==> src/rtl/text_lcd_writer.sv <==
// text_lcd_writer: HD44780 2x16 LCD init + continuous refresh; ports: clk, rst_n, char_data in / char_idx, lcd_e, lcd_rs, lcd_rw, lcd_data, init_done, frame_done out
module text_lcd_writer #(
  parameter int TICK_DIV    = 2500,
  parameter int POWER_TICKS = 400,
  parameter int CLEAR_TICKS = 40
) (
  input  logic       clk,
  input  logic       rst_n,
  input  logic [7:0] char_data,
  output logic [4:0] char_idx,
  output logic       lcd_e,
  output logic       lcd_rs,
  output logic       lcd_rw,
  output logic [7:0] lcd_data,
  output logic       init_done,
  output logic       frame_done
);
  localparam logic [3:0] POWER_WAIT = 4'd0, FUNC_SET = 4'd1, DISP_ON = 4'd2, ENTRY_MODE = 4'd3,
    CLEAR = 4'd4, CLEAR_WAIT = 4'd5, LINE1_ADDR = 4'd6, LINE1_DATA = 4'd7, LINE2_ADDR = 4'd8,
    LINE2_DATA = 4'd9;
  logic [15:0] div, cnt;
  logic [3:0] state, nxt;
  logic [1:0] phase;
  logic [7:0] cmd;
  logic tick, is_data;
  assign tick = div == 16'(TICK_DIV - 1);
  assign lcd_rw = 1'b0;
  always_comb begin
    is_data = state == LINE1_DATA || state == LINE2_DATA;
    cmd = state == FUNC_SET   ? 8'h38 :
          state == DISP_ON    ? 8'h0C :
          state == ENTRY_MODE ? 8'h06 :
          state == CLEAR      ? 8'h01 :
          state == LINE1_ADDR ? 8'h80 :
          state == LINE2_ADDR ? 8'hC0 : 8'h00;
    nxt = state == CLEAR      ? CLEAR_WAIT :
          state == LINE1_ADDR ? LINE1_DATA :
          state == LINE1_DATA ? (char_idx == 5'd15 ? LINE2_ADDR : LINE1_DATA) :
          state == LINE2_ADDR ? LINE2_DATA :
          state == LINE2_DATA ? (char_idx == 5'd31 ? LINE1_ADDR : LINE2_DATA) :
          state < CLEAR       ? state + 4'd1 : POWER_WAIT;
  end
  always_ff @(posedge clk or negedge rst_n)
    if (!rst_n) div <= '0;
    else div <= tick ? '0 : div + 16'd1;
  always_ff @(posedge clk or negedge rst_n) begin
    if (!rst_n) begin
      state      <= POWER_WAIT;
      phase      <= '0;
      cnt        <= '0;
      char_idx   <= '0;
      lcd_e      <= 1'b0;
      lcd_rs     <= 1'b0;
      lcd_data   <= '0;
      init_done  <= 1'b0;
      frame_done <= 1'b0;
    end else begin
      frame_done <= 1'b0;
      if (tick) begin
        if (state == POWER_WAIT) begin
          cnt   <= cnt == 16'(POWER_TICKS - 1) ? '0 : cnt + 16'd1;
          state <= cnt == 16'(POWER_TICKS - 1) ? FUNC_SET : state;
        end else if (state == CLEAR_WAIT) begin
          cnt <= cnt == 16'(CLEAR_TICKS - 1) ? '0 : cnt + 16'd1;
          if (cnt == 16'(CLEAR_TICKS - 1)) begin
            state     <= LINE1_ADDR;
            init_done <= 1'b1;
          end
        end else if (phase == 2'd0) begin
          // char_data is sampled only here, so later upstream changes cannot disturb the write
          lcd_rs   <= is_data;
          lcd_data <= is_data ? char_data : cmd;
          phase    <= 2'd1;
        end else if (phase == 2'd1) begin
          lcd_e <= 1'b1;
          phase <= 2'd2;
        end else begin
          lcd_e <= 1'b0;
          phase <= 2'd0;
          state <= nxt;
          // request the next character one tick ahead of its phase-0 sample; idx 31 wraps to 0
          if (state == LINE1_ADDR) char_idx <= 5'd0;
          else if (state == LINE2_ADDR) char_idx <= 5'd16;
          else if (state == LINE2_DATA || (state == LINE1_DATA && char_idx != 5'd15)) char_idx <= char_idx + 5'd1;
          if (state == LINE2_DATA && char_idx == 5'd31) frame_done <= 1'b1;
        end
      end
    end
  end
endmodule
==> config.mk <==
export PLATFORM = sky130hd
export DESIGN_NAME = text_lcd_writer
export DESIGN_NICKNAME = d
export VERILOG_FILES = /design/src/rtl/text_lcd_writer.sv
export SDC_FILE = /design/constraint.sdc
export NUM_CORES = 1
export LEC_CHECK = 0
export CAP_MARGIN = 20
export CORE_ASPECT_RATIO = 1.75
export CORE_UTILIZATION = 52
export CTS_CLUSTER_DIAMETER = 100
export DETAILED_ROUTE_END_ITERATION = 12
export PLACE_DENSITY = 0.8
export SETUP_SLACK_MARGIN = 0.2
export SYNTH_ARGS = -nofsm -noshare
export SYNTH_HDL_FRONTEND = slang
export SYNTH_SLANG_ARGS = --single-unit
==> constraint.sdc <==
create_clock -name clk -period 1.93 [get_ports clk]
set_clock_uncertainty 0.05 [all_clocks]
set_input_delay 0.193 -clock clk [delete_from_list [all_inputs] [get_ports clk]]
set_output_delay 0.193 -clock clk [all_outputs]
set_load 0.005 [all_outputs]
==> reports/summary.txt, run 1 <==
Crit. End Element - register
layout cells sized above 1 - 0.367
Gate Count Post-Synth - 330
core area - 5590 sq um
Slew Limit Headroom - 0.626
arrival time at the worst endpoint - 2.41 ns
Inst Count DP - 481
crit path from - div[5]
Max Buffers Root-to-Sink - 2
CTS tree - built
vias in the first global route - 2913
Synth Register Bits - 55
largest net degree at the start of global routing - 34
die area - 6180 sq um
share of the synthesized area in the top cell type - 0.452
cts bufs inserted - 5
Total GRT Usage - 0.274
PortBufs - 26
min Tclk post-route - 2.25 ns
grt total ovfl - 0
cell accounting for the most synthesized area - dfrtp_1
failing checks - negative setup slack
number of H-tree levels - 2
Final nets - 448
Worst Path Required - 2.09 ns
status - finished with violations
hold crit path type - input pin to asynchronous set/reset pin
GP Congestion - 0.922
fmax - 445 MHz
Initial Utilization - 0.546
root buf cell - clkbuf_8
latest clock arrival within the worst-skew pair - 0.32 ns
final cell count without fillers - 506
total inserted antenna cells - 0
clk slew on worst S/H paths - 0.10 ns
Crit Reg-Reg Startpoint - div[5]
yosys warns - 0
worst hold margin - 0.330 ns
Max Slew Vio Count - 0
Final Hold Viols - 0
DP HPWL - 5.55 mm
setup slack after layout - -0.318 ns
top area cells in the synthesized netlist - dfrtp_1, nand2_1, o21ai_0
RSZ-0062 raised after global routing - yes
DRC viols - 0
final instance area - 4500 sq um
Lkg Pwr - 1.95 nW
via count - 3032
P&R area growth vs syn - 47.7%
Avg Cell Area, Syn - 9.24 sq um
max-cap check violation count - 0
first-pass GRT wire length - 12.7 mm
sequential fraction of the synthesis area - 0.452
PwrDens - 448 nW/um^2
slack of the worst reg-to-reg path - -0.32 ns
1st-pass router iterations - 4
Setup violations, final - 46
main flop type after synthesis - dfrtp_1
drt total wl - 9.07 mm
initial antenna violation count - 0
Die X - 59.9 um
Post-synth EDFFs - 0
Routed Antenna Nets - 0
Crit Path Class - register to register
Die Ht - 103 um
vias per cell - 5.99
Ports - 28
async set-reset flop share out of synthesis - 1.00
Wirelength per Cell - 17.9 um
Slew @ Worst Pin - 0.560 ns
Worst Setup Start Kind - register
clk sinks - 55
Worst Path Max Fanout - 7
cell row count - 36
Peak VDD IR - 0.544 mV
initial DRC count - 176
placed cell area - 3850 sq um
Tcrit/Tclk final - 1.16
syn nets - 349
synth unique cells - 57
mapped cell area - 3050 sq um
placed cells by master, fill, tap and decap left out, types with 7 or more instances in the layout:
master / count
nor3_1: 7
o21ai_0: 7
o21ai_1: 9
buf_6: 10
nand2_2: 12
nand2b_1: 7
ha_1: 8
nand3_1: 11
dfrtp_1: 55
buf_4: 62
xnor2_1: 12
nand2_1: 27
nor2_1: 19
o21ai_2: 16
clkdlybuf4s50_1: 25
inv_1: 9
a21oi_1: 12
power breakdown:
group,switching [mW],internal [mW],total [mW]
combinational,0.0288,0.0206,0.0494
sequential,0,1.15,1.15
clock,0.394,0.420,0.815
cells by family (layout without fill, tap and decap cells):
| kind of cell | Yosys count | count (layout) | synth area share |
|---|---|---|---|
| flip-flops | 55 | 55 | 0.452 |
| multiplexers | 5 | 5 | 0.0181 |
| XOR/XNOR | 20 | 20 | 0.0575 |
| adder cells (fa/ha/maj) | 9 | 9 | 0.0369 |
| AND/OR/NAND/NOR | 143 | 144 | 0.252 |
| buffers and inverters | 22 | 121 | 0.0312 |
| other | 1 | 1 | 0.00123 |
| AO/OA/AOI/OAI | 75 | 75 | 0.151 |
per-stage QoR:
step	util	TNS, ns	worst slack (ns)	power [mW]
2_1_floorplan	-	-0.926	-0.0889	1.18
3_3_place_gp	0.690	-3.07	-0.146	1.22
3_5_place_dp	0.690	-5.68	-0.243	1.22
4_1_cts	0.754	-5.17	-0.235	2.02
5_1_grt	0.806	-12.38	-0.355	2.08
6_report	0.806	-10.58	-0.318	2.02
state kept, by name, indices dropped and copies added (netlist names):
register,count
frame_done,1
lcd_e,1
phase,2
lcd_data,8
div,16
cnt,16
state,4
char_idx,5
lcd_rs,1
init_done,1
final cells by class:
class,count,area [sq um]
flip-flops and latches,55,1380
repair buffers,104,938
fillers,301,1080
clock buffers,6,82.6
inverters,9,33.8
well taps,76,95.1
clock inverters,2,35.0
multi-input cells,254,1940
metal layers:
layer  global-route usage  part of all wire  vias to the layer above
met5                    0                 0                        -
met4                0.154             0.039                        0
met3               0.0547             0.037                       36
met2                0.509              0.55                       99
met1                0.274              0.37                     1502
li1                     -                 -                     1395
worst max-delay path, cell delays in order (launching register included):
cell and delay, ns:
dfrtp_1 0.40, or4b_4 0.57, nor4_4 0.33, buf_4 0.19, buf_12 0.12, buf_4 0.11
buf_6 0.10, nand2_8 0.06, o21ai_2 0.13, o31ai_1 0.08
final timing paths:
| check | endpoint | cells past startpoint |
|---|---|---|
| setup / recovery | cnt[10] | 9 |
| min in group clk | lcd_e | 1 |
| hold / removal | div[15] | 2 |
| setup reg to reg | cnt[10] | 9 |
| max in group asynchronous | cnt[2] | 3 |
| hold reg to reg | lcd_e | 1 |
repair_timing:
action                                  in CTS  in global routing
buffers inserted                             6                  8
gates resized for setup                     43                 49
gates cloned                                 2                  0
pin swaps                                   17                 18
endpoints found under the setup margin      45                 46
endpoints found under the hold margin       22                  0
hold buffers                                 1                  0
synthesized netlist by cell type, drive strengths merged (7+ instances only):
cell and count:
a21oi 12, and3 10, clkbuf 7, dfrtp 55, ha 9, inv 9
nand2 41, nand2b 7, nand3 19, nor2 23, nor2b 7, nor3 7
o21ai 33, o31ai 7, xnor2 14
Power figures use the tool's default switching activity.
==> run 2, diff against run 1 <==
--- a/config.mk
+++ b/config.mk
@@ -7,10 +7,10 @@
 export LEC_CHECK = 0
 export CAP_MARGIN = 20
 export CORE_ASPECT_RATIO = 1.75
-export CORE_UTILIZATION = 52
+export CORE_UTILIZATION = 41
 export CTS_CLUSTER_DIAMETER = 100
 export DETAILED_ROUTE_END_ITERATION = 12
-export PLACE_DENSITY = 0.8
+export PLACE_DENSITY = 0.66
 export SETUP_SLACK_MARGIN = 0.2
 export SYNTH_ARGS = -nofsm -noshare
 export SYNTH_HDL_FRONTEND = slang
==> reports/summary.txt, run 2 (synthesis gave the netlist of run 1 again) <==
Max stage delay on crit path - 0.55 ns
min Tclk post-route - 2.22 ns
grt total ovfl - 0
clk slew on worst S/H paths - 0.07 ns
first-pass GRT wire length - 12.4 mm
Ports - 28
placed cell area - 3910 sq um
Total GRT Usage - 0.210
drt total wl - 7.81 mm
final cell count without fillers - 518
failing checks - negative setup slack
Routed Antenna Nets - 0
setup_tns - -7.49 ns
GP Congestion - 0.832
Slew Limit Headroom - 0.615
cts bufs inserted - 5
largest net degree at the start of global routing - 41
1st-pass router iterations - 5
most frequent cells in the layout - buf_4, dfrtp_1, nand2_1
Crit-path slowest cell - or4_4
Initial Utilization - 0.424
Die Ht - 116 um
Worst Path Max Fanout - 6
Final Util - 0.622
Crit Path Class - register to register
RSZ-0062 raised after global routing - yes
Die X - 67.2 um
final instance area - 4470 sq um
Crit path top cell by count - buf_12
storage element area - 1380 sq um
Worst Setup Start Kind - register
Final Hold Viols - 0
delay-heaviest family, CP - simple AND/OR/NAND/NOR gates
Lkg Pwr - 1.96 nW
initial DRC count - 163
P&R area growth vs syn - 46.7%
total inserted antenna cells - 0
initial antenna violation count - 0
Tcrit/Tclk final - 1.15
setup slack after layout - -0.286 ns
number of H-tree levels - 2
PwrDens - 473 nW/um^2
DP HPWL - 5.55 mm
Worst Path Required - 2.06 ns
DRC viols - 0
area of the multi-input gates - 1880 sq um
crit path cell chain - or4_4 -> nor4_4 -> buf_4 -> buf_12 -> buf_12 -> nand2_8 -> o31ai_2 -> o21ai_1
hold crit path type - input pin to asynchronous set/reset pin
vias in the first global route - 2756
clk sinks - 55
arrival time at the worst endpoint - 2.34 ns
Crit. End Element - register
latest clock arrival within the worst-skew pair - 0.30 ns
Peak VDD IR - 0.329 mV
CTS tree - built
Wirelength per Cell - 15.1 um
layout cells sized above 1 - 0.361
Final nets - 450
root buf cell - clkbuf_16
cell row count - 41
Max Buffers Root-to-Sink - 2
crit path buf inv count - 3
die area - 7800 sq um
Max Slew Vio Count - 0
Slew @ Worst Pin - 0.577 ns
vias per cell - 5.48
via count - 2838
fmax - 451 MHz
fillcell total - 601
Inst Count DP - 496
status - finished with violations
biggest regs - cnt: 16 flops, div: 16 flops, lcd_data: 8 flops
max-cap check violation count - 0
commonest non-fill, non-tap cell in the layout - buf_4
core area - 7180 sq um
Setup violations, final - 39
PortBufs - 26
run 2: cell count changes in the layout (fill, tap and decap cells not counted), sizes merged:
| cell | delta |
|---|---|
| buf | +2 |
| bufinv | -1 |
| clkbuf | -1 |
| clkinv | +1 |
| inv | +1 |
run 2: what timing repair did:
action / 4_1_cts / 5_1_grt
hold buffers: 1 / 0
resized for setup: 28 / 52
endpoints found under the hold margin: 15 / 0
pin swaps: 7 / 19
gates cloned: 1 / 1
setup endpoints to repair: 42 / 46
buffers inserted: 5 / 6
run 2: report_power, final:
| part | switching (mW) | internal (mW) |
|---|---|---|
| clock network | 0.433 | 0.482 |
| logic | 0.0280 | 0.0205 |
| registers | 0 | 1.15 |
| total | 0.461 | 1.65 |
run 2: final timing paths:
path | startpoint | endpoint | slack (ns) | cells past startpoint
setup reg to reg | div[12] | cnt[6] | -0.29 | 8
hold / removal | rst_n | lcd_data[2] | 0.30 | 2
hold reg to reg | cnt[15] | cnt[15] | 0.43 | 1
max in group asynchronous | rst_n | cnt[4] | 0.97 | 3
min in group clk | cnt[15] | cnt[15] | 0.43 | 1
setup / recovery | div[12] | cnt[6] | -0.29 | 8
run 2: cell type report:
type	instances	area share
inverter	9	0.00756
clock inverter	3	0.00420
tap	86	0.0241
clock buffer	5	0.0280
timing repair buffer	106	0.209
multi-input combinational	254	0.420
sequential	55	0.308
run 2: stage by stage:
| step | power, mW | setup slack, ns | hold WS, ns |
|---|---|---|---|
| global route | 2.19 | -0.369 | 0.348 |
| global placement | 1.22 | -0.224 | 0.0915 |
| CTS | 2.15 | -0.234 | 0.317 |
| finish | 2.12 | -0.286 | 0.303 |
| detailed placement | 1.22 | -0.218 | 0.0967 |
| floorplan | 1.18 | -0.0889 | -0.153 |
run 2: routing by layer:
| layer | part of all wire | wire length (um) | GRT usage |
|---|---|---|---|
| met2 | 0.57 | 4450 | 0.392 |
| met4 | 0.022 | 170 | 0.0823 |
| met3 | 0.024 | 186 | 0.0374 |
| met5 | 0 | 0 | 0 |
| met1 | 0.38 | 3000 | 0.224 |
==> run 3, diff against run 2 <==
--- a/config.mk
+++ b/config.mk
@@ -5,12 +5,13 @@
 export SDC_FILE = /design/constraint.sdc
 export NUM_CORES = 1
 export LEC_CHECK = 0
+export ABC_AREA = 1
 export CAP_MARGIN = 20
 export CORE_ASPECT_RATIO = 1.75
 export CORE_UTILIZATION = 41
 export CTS_CLUSTER_DIAMETER = 100
 export DETAILED_ROUTE_END_ITERATION = 12
-export PLACE_DENSITY = 0.66
+export PLACE_DENSITY_LB_ADDON = 0.08
 export SETUP_SLACK_MARGIN = 0.2
 export SYNTH_ARGS = -nofsm -noshare
 export SYNTH_HDL_FRONTEND = slang
==> constraint.sdc (replaced) <==
create_clock -name clk -period 2.53 [get_ports clk]
set_clock_uncertainty 0.05 [all_clocks]
set_input_delay 0.253 -clock clk [delete_from_list [all_inputs] [get_ports clk]]
set_output_delay 0.253 -clock clk [all_outputs]
set_load 0.005 [all_outputs]
==> reports/summary.txt, run 3 <==
M2 GR Usage - 0.406
post-cts resize count - 0
largest net degree at the start of global routing - 30
drt total wl - 8.31 mm
met1 usage - 0.222
Worst Path Max Fanout - 15
first-pass GRT wire length - 14.3 mm
fmax - 503 MHz
layout cells sized above 1 - 0.0577
worst r2r path cells - 9
vias per cell - 5.15
latest clock arrival within the worst-skew pair - 0.30 ns
hold crit path type - register to register
CTS tree - built
dpl ws - 0.536 ns
Final nets - 521
Setup violations, final - 0
core area - 7960 sq um
Synth Register Bits - 55
Routed Antenna Nets - 0
number of H-tree levels - 2
max-cap check violation count - 0
status - finished with violations
final cell count without fillers - 593
Max Buffers Root-to-Sink - 2
Tcrit/Tclk final - 0.786
GP Congestion - 0.926
main flop type after synthesis - dfrtp_1
Crit Reg-Reg Startpoint - state[1]
met3 global-route usage - 0.0289
Avg Cell Area, Syn - 7.14 sq um
Crit Path Class - register to register
commonest cells in the netlist - nand2_1, nor2_1, inv_1
Die Ht - 122 um
commonest non-fill, non-tap cell in the layout - nand2_1
arrival time at the worst endpoint - 2.10 ns
cts bufs inserted - 5
DP HPWL - 6.40 mm
Total GRT Usage - 0.214
initial antenna violation count - 0
Final Util - 0.490
Worst Path Required - 2.65 ns
count leader, synth - nand2_1
final instance area - 3900 sq um
1st-pass router iterations - 9
crit path from - state[1]
synth unique cells - 29
sequential fraction of the synthesis area - 0.407
Critical R2R Capture - cnt[5]
setup_tns - 0 ns
yosys warns - 0
slack of the worst reg-to-reg path - 0.54 ns
Post-synth EDFFs - 0
Initial Utilization - 0.425
worst hold margin - 0.421 ns
grt total ovfl - 0
most frequent cells in the layout - nand2_1, nor2_1, inv_1
failing checks - design-rule violations
Gate Count Post-Synth - 474
top area cells in the synthesized netlist - dfrtp_1, nand2_1, nor2_1
Worst Setup Start Kind - register
async set-reset flop share out of synthesis - 1.00
die area - 8630 sq um
setup slack after layout - 0.543 ns
Max Slew Vio Count - 0
Inst Count DP - 584
Slew Limit Headroom - 0.568
cell accounting for the most synthesized area - dfrtp_1
clk slew on worst S/H paths - 0.07 ns
Wirelength per Cell - 14.0 um
root buf cell - clkbuf_16
initial DRC count - 186
mapped cell area - 3380 sq um
Final Hold Viols - 0
vias in the first global route - 3086
cell row count - 43
total inserted antenna cells - 0
Final Power - 1.72 mW
Critical Path End - cnt[5]
DRC viols - 2
Peak VDD IR - 0.326 mV
Die X - 70.7 um
Slew @ Worst Pin - 0.648 ns
P&R area growth vs syn - 15.3%
via count - 3056
Crit. End Element - register
share of the synthesized area in the top cell type - 0.407
RSZ-0062 raised after global routing - no
PwrDens - 441 nW/um^2
Lkg Pwr - 1.93 nW
biggest regs - cnt: 16 flops, div: 16 flops, lcd_data: 8 flops
placed cell area - 3720 sq um
Ports - 28
min Tclk post-route - 1.99 ns
clk sinks - 55
gr busiest metal - met2
syn nets - 493
PortBufs - 26
## run 3: critical path, cell delays in order, from the launching register on
cell	delay [ns]
dfrtp_1	0.42
inv_1	0.10
ha_1	0.27
nand3_2	0.18
nand2_4	0.18
inv_2	0.07
nor2_4	0.24
inv_2	0.18
nand2_1	0.08
o21ai_0	0.08
## run 3: where the power goes
part	total, mW	switching (mW)	internal, mW
logic	0.0347	0.0194	0.0153
clock network	0.808	0.336	0.471
registers	0.878	0	0.878
## run 3: area by class of cell
type | count | area [sq um]
sequential | 55 | 1380
tap | 90 | 113
inverter | 67 | 251
fill | 809 | 4060
clock buffer | 5 | 125
multi-input combinational | 345 | 1700
timing repair buffer | 28 | 285
clock inverter | 3 | 46.3
## run 3: per-layer routing
metal | share of wire | wire, um | vias to the layer above
met3 | 0.031 | 256 | 22
li1 | - | - | 1552
met5 | 0 | 0 | -
met2 | 0.55 | 4570 | 71
met1 | 0.38 | 3190 | 1411
met4 | 0.035 | 290 | 0
## run 3: how the worst min path moves through the flow
stage,from,endpoint,cells after the start,slack [ns]
2_1_floorplan,rst_n,char_idx[0],0,-0.09
3_3_place_gp,rst_n,div[5],1,0.27
3_5_place_dp,rst_n,div[15],1,0.27
4_1_cts,div[0],div[0],1,0.43
5_1_grt,div[0],div[0],1,0.46
6_report,div[0],div[0],1,0.42
## run 3: kinds of logic (layout without fill, tap and decap cells)
logic type               after synthesis  after routing  synth area share
other                                  1              1           0.00111
AO/OA/AOI/OAI                         52             52            0.0862
adder cells (fa/ha/maj)                9              9            0.0333
XOR/XNOR                              15             15            0.0388
flip-flops                            55             55             0.407
AND/OR/NAND/NOR                      268            268             0.344
buffers and inverters                 74            103            0.0899
## run 3: timing repair
item                                   in CTS  in global routing
hold buffers                                1                  0
buffers inserted                            0                  0
endpoints found under the hold margin      26                  0
